<file path="src/rtl/mem_stage_if.sv">
// mem_stage_if: EM/MW handshake, data-SRAM response, bypass and flush signals of the memory stage.
interface mem_stage_if #(
  parameter int EM_BUS_WID = 195,
  parameter int MW_BUS_WID = 191
);
  logic                  EM_valid;
  logic [EM_BUS_WID-1:0] EM_BUS;
  logic                  M_allowin;
  logic                  MW_valid;
  logic [MW_BUS_WID-1:0] MW_BUS;
  logic                  W_allowin;
  logic                  data_sram_data_ok;
  logic [31:0]           data_sram_rdata;
  logic [38:0]           Mfw_BUS;
  logic                  ex_en;
  modport master (
    output EM_valid, EM_BUS, W_allowin, data_sram_data_ok, data_sram_rdata, ex_en,
    input  M_allowin, MW_valid, MW_BUS, Mfw_BUS
  );
  modport slave (
    input  EM_valid, EM_BUS, W_allowin, data_sram_data_ok, data_sram_rdata, ex_en,
    output M_allowin, MW_valid, MW_BUS, Mfw_BUS
  );
endinterface

</file>
<file path="src/rtl/mem_stage.sv">
// mem_stage: memory pipeline stage with load-response FSM, 1-entry response buffer and bypass bus.
// Defining MEM_UNALIGN_EX_EN turns misaligned half/word loads into address-alignment exceptions.
module mem_stage #(
  parameter int EM_BUS_WID = 195,
  parameter int MW_BUS_WID = 191
) (
  input logic        clk,
  input logic        rst,
  mem_stage_if.slave bus
);
`ifdef MEM_UNALIGN_EX_EN
  localparam bit UNALIGN_EX = 1'b1;
`else
  localparam bit UNALIGN_EX = 1'b0;
`endif
  typedef enum logic [1:0] {IDLE, WAIT, CANCEL} state_t;
  state_t state, state_nx;
  logic                  m_valid, buf_valid;
  logic [31:0]           buf_data, rd, ld_data, final_result;
  logic [EM_BUS_WID-1:0] em;
  logic [2:0]            ld_type, in_type;
  logic [1:0]            va, in_va;
  logic [7:0]            b;
  logic [15:0]           h;
  logic ld_en, mis_m, mis_in, need_resp, in_need, ok_w, have_data, ld_pending;
  logic ready_go, leave, latch, gr_we_o;
  assign ld_en   = em[194];
  assign ld_type = em[193:191];
  assign va      = em[90:89];
  assign in_type = bus.EM_BUS[193:191];
  assign in_va   = bus.EM_BUS[90:89];
  assign mis_m  = UNALIGN_EX && ld_en && !em[88] &&
                  (((ld_type == 3'd1 || ld_type == 3'd5) && va[0]) || (ld_type == 3'd2 && va != 2'b00));
  assign mis_in = UNALIGN_EX && bus.EM_BUS[194] && !bus.EM_BUS[88] &&
                  (((in_type == 3'd1 || in_type == 3'd5) && in_va[0]) || (in_type == 3'd2 && in_va != 2'b00));
  // Only loads that reached the SRAM (no exception) ever get a response.
  assign need_resp  = ld_en && !em[88] && !mis_m;
  assign in_need    = bus.EM_BUS[194] && !bus.EM_BUS[88] && !mis_in;
  assign ok_w       = (state == WAIT) && bus.data_sram_data_ok;
  assign have_data  = buf_valid || ok_w;
  assign ld_pending = m_valid && need_resp && !have_data;
  assign ready_go   = !ld_pending;
  assign bus.M_allowin = (state != CANCEL) && (!m_valid || (ready_go && bus.W_allowin));
  assign bus.MW_valid  = m_valid && ready_go;
  assign leave = bus.MW_valid && bus.W_allowin;
  assign latch = bus.EM_valid && bus.M_allowin && !bus.ex_en;
  assign rd = buf_valid ? buf_data : bus.data_sram_rdata;
  assign b  = 8'(rd >> {va, 3'b000});
  assign h  = va[1] ? rd[31:16] : rd[15:0];
  always_comb begin
    ld_data = ld_type == 3'd0 ? {{24{b[7]}}, b} :
              ld_type == 3'd1 ? {{16{h[15]}}, h} :
              ld_type == 3'd4 ? {24'b0, b} :
              ld_type == 3'd5 ? {16'b0, h} : rd;
    final_result = ld_en ? ld_data : em[158:127];
  end
  assign gr_we_o = em[126] && !mis_m;
  assign bus.MW_BUS = MW_BUS_WID'({em[190:159], final_result, gr_we_o, em[125:89], em[88] | mis_m,
                                   mis_m ? 8'h09 : em[87:80], em[79] && !mis_m, em[78:0]});
  assign bus.Mfw_BUS = {gr_we_o && m_valid, ld_pending, em[125:121], final_result};
  // A flush in WAIT leaves one response in flight; CANCEL swallows it unless it arrives with the flush.
  always_comb begin
    state_nx = bus.ex_en ? ((state == IDLE || bus.data_sram_data_ok) ? IDLE : CANCEL) :
               latch ? (in_need ? WAIT : IDLE) :
               bus.data_sram_data_ok ? IDLE : state;
  end
  always_ff @(posedge clk) begin
    if (rst) begin
      state     <= IDLE;
      m_valid   <= 1'b0;
      em        <= '0;
      buf_valid <= 1'b0;
      buf_data  <= '0;
    end else begin
      state <= state_nx;
      if (bus.ex_en) m_valid <= 1'b0;
      else if (bus.M_allowin) m_valid <= bus.EM_valid;
      if (latch) em <= bus.EM_BUS;
      if (bus.ex_en || leave) buf_valid <= 1'b0;
      else if (ok_w && !bus.W_allowin) begin
        buf_valid <= 1'b1;
        buf_data  <= bus.data_sram_rdata;
      end
    end
  end
endmodule

</file>
<file path="src/flat_wrapper.sv">
// flat-port wrapper written by rule: the top's interface ports become plain ports
module mem_stage_flat 
#(
  parameter int EM_BUS_WID = 195,
  parameter int MW_BUS_WID = 191
)
  (clk, rst, bus_EM_valid, bus_EM_BUS, bus_W_allowin, bus_data_sram_data_ok, bus_data_sram_rdata, bus_ex_en, bus_M_allowin, bus_MW_valid, bus_MW_BUS, bus_Mfw_BUS);
  mem_stage_if #(.EM_BUS_WID(EM_BUS_WID), .MW_BUS_WID(MW_BUS_WID)) bus_i ();
  input logic clk;
  input logic rst;
  input wire logic [$bits(bus_i.EM_valid)-1:0] bus_EM_valid;
  input wire logic [$bits(bus_i.EM_BUS)-1:0] bus_EM_BUS;
  input wire logic [$bits(bus_i.W_allowin)-1:0] bus_W_allowin;
  input wire logic [$bits(bus_i.data_sram_data_ok)-1:0] bus_data_sram_data_ok;
  input wire logic [$bits(bus_i.data_sram_rdata)-1:0] bus_data_sram_rdata;
  input wire logic [$bits(bus_i.ex_en)-1:0] bus_ex_en;
  output wire logic [$bits(bus_i.M_allowin)-1:0] bus_M_allowin;
  output wire logic [$bits(bus_i.MW_valid)-1:0] bus_MW_valid;
  output wire logic [$bits(bus_i.MW_BUS)-1:0] bus_MW_BUS;
  output wire logic [$bits(bus_i.Mfw_BUS)-1:0] bus_Mfw_BUS;
  assign bus_i.EM_valid = bus_EM_valid;
  assign bus_i.EM_BUS = bus_EM_BUS;
  assign bus_i.W_allowin = bus_W_allowin;
  assign bus_i.data_sram_data_ok = bus_data_sram_data_ok;
  assign bus_i.data_sram_rdata = bus_data_sram_rdata;
  assign bus_i.ex_en = bus_ex_en;
  assign bus_M_allowin = bus_i.M_allowin;
  assign bus_MW_valid = bus_i.MW_valid;
  assign bus_MW_BUS = bus_i.MW_BUS;
  assign bus_Mfw_BUS = bus_i.Mfw_BUS;
  mem_stage #(.EM_BUS_WID(EM_BUS_WID), .MW_BUS_WID(MW_BUS_WID)) u_core (.clk(clk), .rst(rst), .bus(bus_i));
endmodule
</file>
<file path="config.mk">
export PLATFORM = sky130hd
export DESIGN_NAME = mem_stage_flat
export DESIGN_NICKNAME = d
export VERILOG_FILES = /design/src/rtl/mem_stage_if.sv /design/src/rtl/mem_stage.sv /design/src/flat_wrapper.sv
export SDC_FILE = /design/constraint.sdc
export NUM_CORES = 1
export LEC_CHECK = 0
export BUFFER_PORTS_ARGS = -buffer_cell sky130_fd_sc_hd__buf_2
export CAP_MARGIN = 20
export CORE_AREA = 2 2 181 183
export CTS_CLUSTER_SIZE = 12
export DETAILED_ROUTE_END_ITERATION = 6
export DIE_AREA = 0 0 183 185
export PLACE_DENSITY = 0.6
export SLEW_MARGIN = 40
export SYNTH_ARGS = -nofsm -noshare
export SYNTH_HDL_FRONTEND = slang
export SYNTH_SLANG_ARGS = --single-unit
export TNS_END_PERCENT = 10
</file>
<file path="constraint.sdc">
create_clock -name clk -period 2.21 [get_ports clk]
set_clock_uncertainty 0.15 [all_clocks]
set_input_delay 0.442 -clock clk [delete_from_list [all_inputs] [get_ports clk]]
set_output_delay 0.442 -clock clk [all_outputs]
set_load 0.05 [all_outputs]
</file>
==> results_dict.tcl <==
set metrics [dict create \
    outcome "finished, violations left" \
    violations "setup timing" \
    fp.coreArea_sq_mm 0.03204 \
    nets 2115 \
    worstMarginPinSlew_ns 0.5797 \
    grt_pass1_vias 10510 \
    fin_total_pwr_w 0.01114 \
    post-route-cell-area_sq_mm 0.01584 \
    synth_top_area_frac 0.4238 \
    arrival_ns 2.43 \
    clock_path_buffers 3 \
    synthArstFlopShare 0 \
    ys_ff_latch 231 \
    period_needed_ns 3.024 \
    cp_num_buf_inv 2 \
    timing.final.crit_share 1.368 \
    syn_area_per_cell_sq_um 7.784 \
    multi_input_area_sq_mm 0.004499 \
    fillCellCount 3010 \
    fin_tns_setup_ns -44.56 \
    reg2reg_slack_ns 0.24 \
    grt_overflow_total 0 \
    cts_tree "built" \
    crit_type "flip-flop to output pin" \
    seqCellArea_sq_mm 0.004638 \
    irDropWorstVdd_mv 0.5442 \
    start_util 0.3406 \
    route.detailed.drc 0 \
    timing.final.ws_setup_ns -0.8141 \
    ctsRootBufferMaster "clkbuf_16" \
    dpl.hpwl_microns 26420 \
    layout-drive-gt1-share 0.3458 \
    htreeDepth 1 \
    layout.cells.non_filler 2307 \
    rsz0062_at_grt "yes" \
    fp.dieW_microns 183 \
    hold_path.class "input pin to flip-flop" \
    crit_path_start_kind "flip-flop" \
    r2r_end "u_core.em[30]" \
    ios 465 \
    leakage_nw 6.954 \
    crit_start "u_core.buf_valid" \
    drv_slew 0 \
    via_per_inst 4.726 \
    cpPeakStageDelay_ns 0.57 \
    gp_congestion 0.9220 \
    power_density_mw_per_mm2 703.0 \
    die_y_microns 185 \
    hold_depth 3 \
    detail-route-antenna-nets 0 \
    via_count 10900 \
    synth_ff_type "dfxtp_1" \
    grt_max_degree 85 \
    die_area_sq_mm 0.03386 \
    crit_chain "mux4_2 > mux2_4 > nor3_4 > buf_12 > a211oi_4 > buf_4" \
    netlist.top_cell.by_area "dfxtp_1" \
    syn_inst 1402 \
    hold_viol 0 \
    synth_warnings 0 \
    cpMaxStageDelayCell "mux4_2" \
    swShare 0.3075 \
    synth_area_sq_mm 0.01091 \
    min-delay-start "bus_EM_BUS[103]" \
    combPwrFrac 0.226 \
    cp_max_fo 10 \
    clkTransAtPathRegs_ns 0.06 \
    portBuffers 464 \
    synth_area_leaders "dfxtp_1, nand2_1, buf_4" \
    crit_family "multiplexers" \
    p_switching_w 0.003424 \
    pwr-share-seq 0.398 \
    ys_types 38 \
    fmax_ghz 0.3307 \
    setup_viol 67 \
    drt_iter0_markers 625 \
    dp.cells 2077 \
    area_delta_synth_final_pct 45.14 \
    postPlaceCellArea_sq_mm 0.01285 \
    drv_cap 0 \
    hold_end "u_core.em[103]" \
    maxSlewHeadroom 0.6095 \
    intPower_w 0.007712 \
    clock_latency_ns 0.53 \
    fin_hold_ws_ns 0.02823 \
    r2r-start "u_core.buf_valid" \
    antenna_found_initial 3 \
    numCtsBuffers 26 \
    clkPwrFrac 0.376 \
    wl_per_cell_microns 16.32 \
    worstRegToRegCells 7 \
    ys_seq_area_frac 0.4238 \
    worstSetupEndpointType "output pin" \
    gr-usage-all-layers 0.2088 \
    rows 66 \
    syn_nets 1635 \
    crit_required_ns 1.62 \
    firstDrtPassIters 5 \
    cts_sinks 231 \
    synth_edf_count 0 \
    grt_pass1_wl_microns 56860 \
    wl_microns 37640 \
]
==> worst max path at each step <==
stage                      endpoint  cells after the start
finish              bus_MW_BUS[157]                      6
global route        bus_Mfw_BUS[30]                      6
CTS                 bus_MW_BUS[133]                      5
detailed placement  bus_MW_BUS[146]                      6
global placement     bus_Mfw_BUS[6]                      5
floorplan           bus_Mfw_BUS[19]                      7
==> cell families (layout without fill, tap and decap cells) <==
kind of cell / after synthesis / in the layout / share of synthesized area
buf+inv: 308 / 803 / 0.1792
compound gates: 293 / 293 / 0.1464
flops: 231 / 231 / 0.4238
mux: 42 / 42 / 0.05847
simple gates: 528 / 528 / 0.1922
other cells: 0 / 2 / 0
==> cells in the final DEF (no fill, tap or decap), drive strengths merged, types with 4 or more instances in the layout <==
cell type    Yosys  layout
mux2i           15      15
clkbuf          51      38
a221o            7       7
nand2b           4       4
buf            240     559
inv             16      16
o221ai           7       7
nand2          477     477
mux2            11      11
mux4            16      16
dlygate4sd3      0     184
nor2b           11      11
nor3             7       7
a211oi          11      11
dfxtp          231     231
o22ai            7       7
a21oi          236     236
clkinv           1       4
nor2            18      18
o21ai           17      17
==> power groups by stage <==
stage,sequential (W),combinational (W),clock (W)
after detailed placement,0.00452,0.00215,0
after global placement,0.00452,0.00214,0
after floorplan,0.00449,0.00168,0
final,0.00444,0.00252,0.00418
after CTS,0.00443,0.00248,0.00430
after global routing,0.00445,0.00266,0.00447
==> what timing repair did <==
item,4_1_cts,5_1_grt
gates cloned,0,0
buffers inserted,0,1
hold buffers,184,0
pin swaps,1,5
gates resized for setup,79,33
endpoints found under the setup margin,68,67
endpoints found under the hold margin,184,0
==> flip-flops by register name, summed over array words and instances, names as in the netlist <==
signal            flops
u_core.em           195
u_core.buf_data      32
u_core.state          2
u_core.buf_valid      1
u_core.m_valid        1
==> Yosys cell counts, types with 6 or more instances <==
cell type  count
nor2b_1       11
nor2_1        18
a211oi_1      11
nand2_1      477
a21oi_1      236
dfxtp_1      231
nor3_1         6
o21ai_0       16
buf_4        197
inv_1         16
mux2_2        10
o22ai_1        7
mux2i_1       15
clkbuf_1      51
o221ai_1       7
buf_2         42
mux4_2        16
a221o_1        7
==> through the flow <==
stage | worst slack [ns] | utilization
2_1_floorplan | -0.7327 | -
3_3_place_gp | -0.4320 | 0.4009
3_5_place_dp | -0.4862 | 0.4009
4_1_cts | -0.8331 | 0.4908
5_1_grt | -0.8810 | 0.4943
6_report | -0.8141 | 0.4943
==> area by class of cell <==
| cell class | count | share of cell area |
|---|---|---|
| sequential | 231 | 0.2928 |
| inverter | 17 | 0.004029 |
| tap | 408 | 0.03223 |
| timing repair buffer | 743 | 0.3354 |
| clock buffer | 38 | 0.04779 |
| multi-input combinational | 863 | 0.2841 |
| antenna | 2 | 0.0003160 |
| clock inverter | 5 | 0.003318 |
==> layer usage <==
layer,wire (microns),global-route usage,vias up
met5,7,0,-
met4,1193,0.07296,2
met3,2670,0.04424,69
met2,18650,0.3780,443
met1,15120,0.2438,5039
li1,-,-,5349
==> worst register-to-register path, stage by stage, from the launching register on <==
cell,delay [ns]
dfxtp_4,0.36
buf_4,0.16
nand4bb_4,0.25
o2111ai_4,0.28
buf_4,0.22
buf_12,0.19
nand2_1,0.10
a21oi_1,0.17
(Power assumes the default switching activity.)
